### config.mk
export PLATFORM = sky130hd
export DESIGN_NAME = clk_div_prog
export DESIGN_NICKNAME = d
export VERILOG_FILES = /design/src/rtl/clk_div_pkg.sv /design/src/rtl/clk_div_prog.sv
export SDC_FILE = /design/constraint.sdc
export NUM_CORES = 1
export LEC_CHECK = 0
export CORE_UTILIZATION = 40
export CTS_BUF_LIST = sky130_fd_sc_hd__clkbuf_8
export CTS_CLUSTER_SIZE = 20
export DETAILED_ROUTE_END_ITERATION = 16
export PLACE_DENSITY_LB_ADDON = 0.15
export REMOVE_ABC_BUFFERS = 1
export SYNTH_ARGS = -nofsm -noshare
export SYNTH_HDL_FRONTEND = slang
export SYNTH_SLANG_ARGS = --single-unit
### constraint.sdc
create_clock -name clk_in -period 11 [get_ports clk_in]
set_input_delay 1.65 -clock clk_in [delete_from_list [all_inputs] [get_ports clk_in]]
set_output_delay 1.65 -clock clk_in [all_outputs]
set_load 0.02 [all_outputs]
### src/rtl/clk_div_pkg.sv
// Shared constants and helpers for the programmable clock divider.
package clk_div_pkg;

  // Smallest divisor that still yields a distinct low and high phase.
  localparam int unsigned MIN_DIV = 2;

  // Reduced configuration used by the block-level bench.
  localparam int unsigned TB_CNT_W   = 8;
  localparam int unsigned TB_DEF_DIV = 4;

  // Raise illegal divisors to MIN_DIV; callers size the result back to CNT_W.
  function automatic int unsigned clamp_div(input int unsigned div);
    return (div < MIN_DIV) ? MIN_DIV : div;
  endfunction

endpackage

### src/rtl/clk_div_prog.sv
// Runtime-programmable integer clock divider: registered near-50% clk_out,
// single-cycle tick enable, shadowed divisor applied on period boundaries.
// Optional macro CLK_DIV_PHASE_EN adds the phase and half outputs.
//
// The active divisor is held as last = N-1 so that the default N = 2**CNT_W
// (the legacy counter-MSB divider) fits in CNT_W bits.
module clk_div_prog
  import clk_div_pkg::*;
#(
  parameter int unsigned     CNT_W   = 21,
  parameter longint unsigned DEF_DIV = 64'd1 << 21
) (
  input  logic             clk_in,
  input  logic             rst,
  input  logic             en,
  input  logic [CNT_W-1:0] div_val,
  input  logic             div_load,
  output logic             div_ack,
  output logic             clk_out,
  output logic             tick
`ifdef CLK_DIV_PHASE_EN
  ,
  output logic [CNT_W-1:0] phase,
  output logic             half
`endif
);

  localparam longint unsigned DIV_MAX = 64'd1 << CNT_W;
  localparam longint unsigned DEF_ACT =
      (DEF_DIV < 64'(MIN_DIV)) ? 64'(MIN_DIV) :
      (DEF_DIV > DIV_MAX)      ? DIV_MAX      : DEF_DIV;
  localparam logic [CNT_W-1:0] DEF_LAST = CNT_W'(DEF_ACT - 64'd1);

  logic [CNT_W-1:0] cnt_q, cnt_d;
  logic [CNT_W-1:0] last_q, last_d;
  logic [CNT_W-1:0] shadow_q, shadow_d;
  logic             pend_q, pend_d;
  logic             ack_q, ack_d;
  logic             clk_q, clk_d;

  logic [CNT_W-1:0] load_last_c;
  logic [CNT_W-1:0] lo_c;
  logic             tick_c;
  logic             apply_c;

  // Next-state: count/wrap, shadow capture, boundary apply, clk_out from next count.
  always_comb begin
    cnt_d       = cnt_q;
    last_d      = last_q;
    shadow_d    = shadow_q;
    pend_d      = pend_q;
    load_last_c = CNT_W'(clamp_div(32'(div_val)) - 32'd1);
    tick_c      = en && (cnt_q == last_q);
    // A load coincident with the wrap joins that wrap; while frozen only an
    // already-pending divisor is applied.
    apply_c     = tick_c ? (pend_q || div_load) : (!en && pend_q);

    if (div_load) begin
      shadow_d = load_last_c;
      pend_d   = 1'b1;
    end

    if (tick_c) begin
      cnt_d = '0;
    end else if (en) begin
      cnt_d = cnt_q + CNT_W'(1);
    end

    if (apply_c) begin
      last_d = shadow_d;
      pend_d = 1'b0;
      cnt_d  = '0;
    end

    ack_d = apply_c;
    // Low phase length ceil(N/2) = floor((N-1)/2) + 1.
    lo_c  = (last_d >> 1) + CNT_W'(1);
    clk_d = (cnt_d >= lo_c);
  end

  // State registers with synchronous reset taking priority over everything.
  always_ff @(posedge clk_in) begin
    if (rst) begin
      cnt_q    <= '0;
      last_q   <= DEF_LAST;
      shadow_q <= DEF_LAST;
      pend_q   <= 1'b0;
      ack_q    <= 1'b0;
      clk_q    <= 1'b0;
    end else begin
      cnt_q    <= cnt_d;
      last_q   <= last_d;
      shadow_q <= shadow_d;
      pend_q   <= pend_d;
      ack_q    <= ack_d;
      clk_q    <= clk_d;
    end
  end

  assign tick    = tick_c;
  assign div_ack = ack_q;
  assign clk_out = clk_q;

`ifdef CLK_DIV_PHASE_EN
  logic half_q;

  // Registered rising-edge strobe of clk_out.
  always_ff @(posedge clk_in) begin
    if (rst) begin
      half_q <= 1'b0;
    end else begin
      half_q <= clk_d & ~clk_q;
    end
  end

  assign phase = cnt_q;
  assign half  = half_q;
`endif

endmodule

==> metrics.md, run 1 <==
| Metric | Value |
|---|---|
| Status | `complete, no violations` |
| Layout overhead on the synthesized area | `13.8%` |
| Setup TNS Final | `0 ns` |
| Transition time at the pin with the least slew margin | `1.14 ns` |
| Longest Clk Path Bufs | `2` |
| RSZ-0062 raised after global routing | `false` |
| Global route overflow | `0` |
| Area of the core | `0.0104 mm^2` |
| Number of enable flip-flop cells after synthesis | `0` |
| Filler Cell Count | `1,056` |
| Leading cell type in the layout, fill and taps excluded | `sky130_fd_sc_hd__dfxtp_1` |
| DRC Markers | `0` |
| Worst slack at placement | `3.13 ns` |
| Setup bufs post-CTS | `0` |
| Total Die Area | `0.0112 mm^2` |
| I/O pin cnt | `28` |
| Fraction of registers with async set or reset after synthesis | `0%` |
| Peak fanout along the critical path | `9` |
| Number of warnings reported in the yosys synthesis log | `0` |
| Post-synth design cell area | `0.00431 mm^2` |
| Via count of the first global-routing pass | `3,499` |
| Clock Tree Root | `sky130_fd_sc_hd__clkbuf_8` |
| Number of instances in the synthesized netlist | `524` |
| Cell area after layout | `0.00491 mm^2` |
| First-pass iteration count of the detailed router | `4` |
| Worst setup slack after layout | `3.41 ns` |
| Placer Congestion | `0.828` |
| Max-Cap Viols | `0` |
| Largest net degree at the start of global routing | `68` |
| Layout cell share with drive strength beyond 1 | `7.82%` |
| Maximum level of the CTS H-tree | `3` |
| CP required | `11.29 ns` |
| Arrival time of the worst setup path | `7.88 ns` |
| Max frequency | `0.132 GHz` |
| Number of distinct library cell variants in the gate-level netlist after synthesis | `53` |
| Total Wirelength | `10,400 um` |
| Most used flip-flop cell after synthesis | `sky130_fd_sc_hd__dfxtp_1` |
| Clock buffers created by TritonCTS | `9` |
| Global-route wire length before repair | `17,500 um` |
| Starting DRT DRC Count | `170` |
| Relative slew margins | `24.1%` |
| Post-DR wirelength/cell | `15.1 um` |
| Maximum clock skew at final layout | `0.00932 ns` |
| Via-per-instance ratio | `5.38` |
| Critical path startpoint category | `primary input` |
| Max Slew Vio Count | `0` |
| Total clock sinks | `66` |
| Hold Path Class | `reg2reg` |
| Placement Cell Area | `0.00471 mm^2` |
| Syn Area/Cell | `8.23 um^2` |
| Total number of vias | `3,691` |
| Number of antenna diodes | `0` |
| Type of element capturing the critical path | `register` |
| Minimum clock period | `7.59 ns` |
| CTS resizes | `0` |
| Clock transition at the register clock pins on the worst setup and hold paths after CTS | `0.07 ns` |
| Die width | `106 um` |
| Power per Cell Area | `122 mW/mm^2` |
| Die height | `106 um` |
| Starting density of the core | `41.6%` |
| Final number of setup-violating endpoints | `0` |
| Critical path type | `in2reg` |
| DPL Wire Length | `7820 um` |
| Multi-input gate area | `0.00289 mm^2` |
| Clk_lat worst skew | `0.35 ns` |
| Initial antenna violation count | `0` |
| Standby leakage power | `1.94 nW` |
| Standard-cell rows | `37` |
| Number of port buffers | `27` |
| Most frequent cells in the layout | `sky130_fd_sc_hd__dfxtp_1, sky130_fd_sc_hd__nor2_1, sky130_fd_sc_hd__xor2_1` |
| Final critical-path share of the clock period | `69.0%` |
| Net count, final | `594` |
| Sequential cell area fraction in the yosys report | `30.7%` |
| Count of antenna-violating nets left after detailed routing | `0` |
| #FFs+latches synth | `66` |
| Overall fraction of global-route tracks in use | `19.9%` |
| Flip-flop and latch area | `0.00132 mm^2` |
| Largest voltage drop on the vdd net | `0.0705 mV` |
| TritonCTS clock tree | `built` |
| CTS hold repair buffers | `0` |
| Hold Vio Cnt, Final | `0` |
area by class of cell:
type / count / share of cell area, %
multi-input cells: 428 / 58.9
well taps: 136 / 3.47
clock inverters: 7 / 1.43
clock buffers: 9 / 2.52
flip-flops and latches: 66 / 26.9
inverters: 8 / 0.612
repair buffers: 32 / 6.17
cell usage after synthesis (all sizes together) (3+ instances only):
master / instances / area (um^2)
xor2: 43 / 377
xnor2: 32 / 280
nor4: 11 / 68.8
dfxtp: 66 / 1320
and3: 8 / 50.1
nand2: 26 / 97.6
buf: 4 / 15.0
ha: 24 / 300
a31oi: 5 / 31.3
a21o: 8 / 60.1
or4: 4 / 30.0
nand3: 14 / 70.1
inv: 8 / 30.0
and4: 4 / 35.0
o22ai: 3 / 18.8
or3: 8 / 55.1
nor3: 24 / 120
a211o: 5 / 43.8
clkbuf: 18 / 67.6
nor2: 64 / 240
nand2b: 29 / 181
o21ai: 11 / 55.1
a21oi: 22 / 110
nor2b: 9 / 56.3
mux2i: 14 / 140
nand4: 17 / 106
or2: 14 / 87.6
sequential cells by signal, indices dropped and copies added (netlist names):
signal / count
cnt_q: 21
last_q: 21
shadow_q: 21
clk_out: 1
div_ack: 1
pend_q: 1
worst max-delay path, cell delays in order:
cell and delay (ns):
sky130_fd_sc_hd__clkdlybuf4s50_1 0.45, sky130_fd_sc_hd__or4_1 0.59, sky130_fd_sc_hd__nor4_1 0.21, sky130_fd_sc_hd__buf_4 0.21, sky130_fd_sc_hd__nand3_1 0.12, sky130_fd_sc_hd__nand2_1 0.13, sky130_fd_sc_hd__ha_1 0.23, sky130_fd_sc_hd__or4b_4 0.53
sky130_fd_sc_hd__a31o_1 0.28, sky130_fd_sc_hd__or4b_1 0.58, sky130_fd_sc_hd__or4_1 0.45, sky130_fd_sc_hd__a221o_1 0.40, sky130_fd_sc_hd__or3_4 0.36, sky130_fd_sc_hd__nand4bb_1 0.24, sky130_fd_sc_hd__or3_1 0.34, sky130_fd_sc_hd__ha_1 0.30
sky130_fd_sc_hd__nand4_1 0.12, sky130_fd_sc_hd__nor4_1 0.29, sky130_fd_sc_hd__a31oi_1 0.11, sky130_fd_sc_hd__a21oi_1 0.17, sky130_fd_sc_hd__a21o_1 0.11
worst paths after layout:
kind	from	endpoint	slack [ns]	depth (start not counted)
min	shadow_q[16]	shadow_q[16]	0.48	2
min reg2reg	shadow_q[16]	shadow_q[16]	0.48	2
max reg2reg	last_q[5]	clk_out	5.48	20
max	div_val[15]	clk_out	3.41	21
cells by family after synthesis:
family | count (synthesis) | share of synthesized area (%)
xor+xnor | 75 | 15.2
mux | 16 | 3.77
simple gates | 242 | 29.9
fa+ha+maj | 24 | 6.97
flops | 66 | 30.7
buf+inv | 30 | 2.61
compound gates | 71 | 10.9
metrics by stage:
step                power [mW]  std cells  hold WS [ns]  utilization [%]
floorplan                0.353        502         0.442                -
CTS                      0.603        686         0.492             47.3
detailed placement       0.399        670         0.474             45.5
finish                   0.598        686         0.483             47.3
global placement         0.397        670         0.463             45.5
global route             0.633        686         0.500             47.3
where the power goes:
| part | internal [mW] | switching (mW) | total (mW) | leakage (nW) |
|---|---|---|---|---|
| sequential | 0.249 | 0.00771 | 0.256 | 0.540 |
| combinational | 0.0617 | 0.0770 | 0.139 | 1.30 |
| clock | 0.104 | 0.0989 | 0.203 | 0.0990 |
| total | 0.415 | 0.184 | 0.598 | 1.94 |
layer usage:
layer / vias up / wire, um / global-route usage [%]
met5: - / 0 / 0
met4: 0 / 291 / 9.03
met3: 21 / 438 / 2.78
met2: 79 / 4470 / 30.4
met1: 1686 / 5180 / 27.7
li1: 1905 / - / -
No activity file was read; power rests on OpenSTA's default activity.
==> run 2, diff against run 1 <==
Clock period 11 ns to 7.5 ns, I/O delays scaled along.
==> metrics.md, run 2 (same netlist as run 1, synthesis figures left out) <==
| Metric | Value |
|---|---|
| RSZ-0062 raised after global routing | `false` |
| Count of antenna-violating nets left after detailed routing | `0 (unchanged)` |
| Type of element capturing the critical path | `register` |
| Buffers plus inverters on the worst setup path | `2 (unchanged)` |
| Most frequent cells in the layout | `sky130_fd_sc_hd__dfxtp_1, sky130_fd_sc_hd__nor2_1, sky130_fd_sc_hd__xor2_1` |
| Largest net degree at the start of global routing | `68 (unchanged)` |
| CTS hold repair buffers | `0 (unchanged)` |
| Global-route wire length before repair | `17,500 um (-0.36%)` |
| Filler Cell Count | `1,041 (-1.4%)` |
| Peak fanout along the critical path | `3 (-6)` |
| Via-per-instance ratio | `5.28 (-1.8%)` |
| Final number of setup-violating endpoints | `0 (unchanged)` |
| Initial antenna violation count | `0 (unchanged)` |
| Levels on crit path | `23 (+9.5%)` |
| Clock Tree Root | `sky130_fd_sc_hd__clkbuf_8` |
| Clock transition at the register clock pins on the worst setup and hold paths after CTS | `0.08 ns (about the same)` |
| Post-DR wirelength/cell | `15.2 um (+0.28%)` |
| Cell count of the worst hold path | `2 (unchanged)` |
| Max incr delay on CP | `0.59 ns (about the same)` |
| TritonCTS clock tree | `built` |
| DPL Wire Length | `7890 um (+0.86%)` |
| Power per Cell Area | `191 mW/mm^2 (+57%)` |
| Cell type of the slowest stage on the worst timing path | `sky130_fd_sc_hd__or4_1` |
| Leading cell type in the layout, fill and taps excluded | `sky130_fd_sc_hd__dfxtp_1` |
| Max-Cap Viols | `0 (unchanged)` |
| Placer Congestion | `0.852 (+2.8%)` |
| Cell depth of the worst flop-to-flop path | `20 (unchanged)` |
| CP required | `7.80 ns (-3.49 ns)` |
| Minimum clock period | `7.03 ns` |
| Largest voltage drop on the vdd net | `0.0775 mV (+9.9%)` |
| Transition time at the pin with the least slew margin | `1.11 ns (-0.0289 ns)` |
| Status | `complete, no violations` |
| Via count of the first global-routing pass | `3,534 (+1.0%)` |
| Total clock sinks | `66 (unchanged)` |
| Starting density of the core | `41.6% (unchanged)` |
| Clk_lat worst skew | `0.36 ns (about the same)` |
| Max frequency | `0.142 GHz` |
| Standby leakage power | `2.05 nW (+5.5%)` |
| Die width | `106 um (unchanged)` |
| Overall fraction of global-route tracks in use | `20.3% (+0.37 points)` |
| First-pass iteration count of the detailed router | `4 (unchanged)` |
| Worst hold-check slack | `0.486 ns (+0.00306 ns)` |
| Total Die Area | `0.0112 mm^2 (unchanged)` |
| I/O pin cnt | `28 (unchanged)` |
| Most common cell on crit path | `sky130_fd_sc_hd__ha_1` |
| DRC Markers | `0 (unchanged)` |
| Biggest registers after layout | `cnt_q x21, last_q x21, shadow_q x21` |
| Critical path type | `in2reg` |
| Total number of vias | `3,710 (+0.51%)` |
| Maximum level of the CTS H-tree | `3 (unchanged)` |
| Layout cell share with drive strength beyond 1 | `10.4% (+2.6 points)` |
| Hold Path Class | `reg2reg` |
| Die height | `106 um (unchanged)` |
| Setup TNS Final | `0 ns (unchanged)` |
| Kind of cell adding the most delay to the critical path | `simple AND/OR/NAND/NOR gates` |
| Number of antenna diodes | `0 (unchanged)` |
| Layout overhead on the synthesized area | `18.0%` |
| Standard-cell rows | `37 (unchanged)` |
| CTS resizes | `0 (unchanged)` |
| Clock buffers created by TritonCTS | `9 (unchanged)` |
| Area of the core | `0.0104 mm^2 (unchanged)` |
| Hold Vio Cnt, Final | `0 (unchanged)` |
| Total Wirelength | `10,600 um (+2.6%)` |
| Longest Clk Path Bufs | `2 (unchanged)` |
| Final critical-path share of the clock period | `93.8%` |
| Starting DRT DRC Count | `166 (-2.4%)` |
| Critical path startpoint category | `primary input` |
| Relative slew margins | `26.1% (+1.9 points)` |
| Arrival time of the worst setup path | `7.33 ns (-0.55 ns)` |
| Max Slew Vio Count | `0 (unchanged)` |
| Number of port buffers | `27 (unchanged)` |
| Critical path, cell by cell | `clkdlybuf4s50_1, or4_1, nor4_1, nand3_1, nand2_1, ha_1, nand2b_1, o21ai_0, mux2i_1, inv_1, ha_1, or4b_1, or4_1, a221o_1, or3_4, nand4bb_1, or3_1, ha_1, nand4_1, nor4_1, a31oi_1, a21oi_1, a21o_1` |
| Setup bufs post-CTS | `0 (unchanged)` |
| Net count, final | `610 (+2.7%)` |
| Global route overflow | `0 (unchanged)` |
| Maximum clock skew at final layout | `0.0116 ns (+0.00230 ns)` |
## run 2: changes by cell type in the layout (fill, tap and decap cells not counted)
cell                         before  now
sky130_fd_sc_hd__clkinv_4         2    0
sky130_fd_sc_hd__clkinvlp_4       1    0
sky130_fd_sc_hd__clkbuf_8         9   11
sky130_fd_sc_hd__clkinv_2         3    2
sky130_fd_sc_hd__bufinv_16        1    3
sky130_fd_sc_hd__buf_4            5   21
## run 2: worst register-to-register path, stage by stage, from the launching register on
cell and delay, ns:
sky130_fd_sc_hd__dfxtp_1 0.39, sky130_fd_sc_hd__xor2_1 0.29, sky130_fd_sc_hd__nor3_1 0.12, sky130_fd_sc_hd__nand4_1 0.23
sky130_fd_sc_hd__a2bb2oi_2 0.20, sky130_fd_sc_hd__buf_4 0.32, sky130_fd_sc_hd__nand2_1 0.08, sky130_fd_sc_hd__o21ai_0 0.11
sky130_fd_sc_hd__ha_1 0.22, sky130_fd_sc_hd__or4b_1 0.50, sky130_fd_sc_hd__or4_1 0.47, sky130_fd_sc_hd__a221o_1 0.38
sky130_fd_sc_hd__or3_4 0.34, sky130_fd_sc_hd__nand4bb_1 0.22, sky130_fd_sc_hd__or3_1 0.33, sky130_fd_sc_hd__ha_1 0.30
sky130_fd_sc_hd__nand4_1 0.12, sky130_fd_sc_hd__nor4_1 0.29, sky130_fd_sc_hd__a31oi_1 0.12, sky130_fd_sc_hd__a21oi_1 0.15
sky130_fd_sc_hd__a21o_1 0.12
## run 2: power breakdown
| group | leakage (nW) | internal [mW] | switching [mW] |
|---|---|---|---|
| Sequential | 0.540 | 0.365 | 0.0108 |
| Clock | 0.129 | 0.238 | 0.143 |
| Combinational | 1.38 | 0.0990 | 0.116 |
## run 2: cell type report
type | count | area [um^2] | area share [%]
clock buffers | 11 | 151 | 2.98
clock inverters | 5 | 100 | 1.97
inverters | 8 | 30.0 | 0.591
multi-input cells | 428 | 2890 | 56.8
flip-flops and latches | 66 | 1320 | 26.0
well taps | 136 | 170 | 3.35
repair buffers | 48 | 423 | 8.32
## run 2: worst paths after layout
check | start | endpoint | slack [ns]
setup / recovery | div_val[15] | clk_out | 0.47
hold / removal | shadow_q[16] | shadow_q[16] | 0.49
setup reg to reg | last_q[15] | clk_out | 2.15
hold reg to reg | shadow_q[16] | shadow_q[16] | 0.49
## run 2: stage by stage
step | cells | setup slack (ns) | utilization, % | cell area, um^2 | power, mW
2_1_floorplan | 502 | 0.638 | - | 4230 | 0.518
3_3_place_gp | 686 | 0.279 | 46.6 | 4830 | 0.592
3_5_place_dp | 686 | 0.207 | 46.6 | 4830 | 0.596
4_1_cts | 702 | 0.539 | 49.0 | 5080 | 0.979
5_1_grt | 702 | 0.0930 | 49.0 | 5080 | 1.02
6_report | 702 | 0.467 | 49.0 | 5080 | 0.971
## run 2: routing by layer
metal | routed length (um) | GRT usage, % | up-vias
li1 | - | - | 1932
met4 | 264 | 10.3 | 0
met1 | 5470 | 27.5 | 1693
met2 | 4500 | 31.1 | 69
met3 | 411 | 3.15 | 16
met5 | 0 | 0 | -
==> run 3, diff against run 2 <==
Settings changed: TNS_END_PERCENT set to 5.
==> results of run 3 <==
Final layout, timing and power as in run 2 (identical DEF).
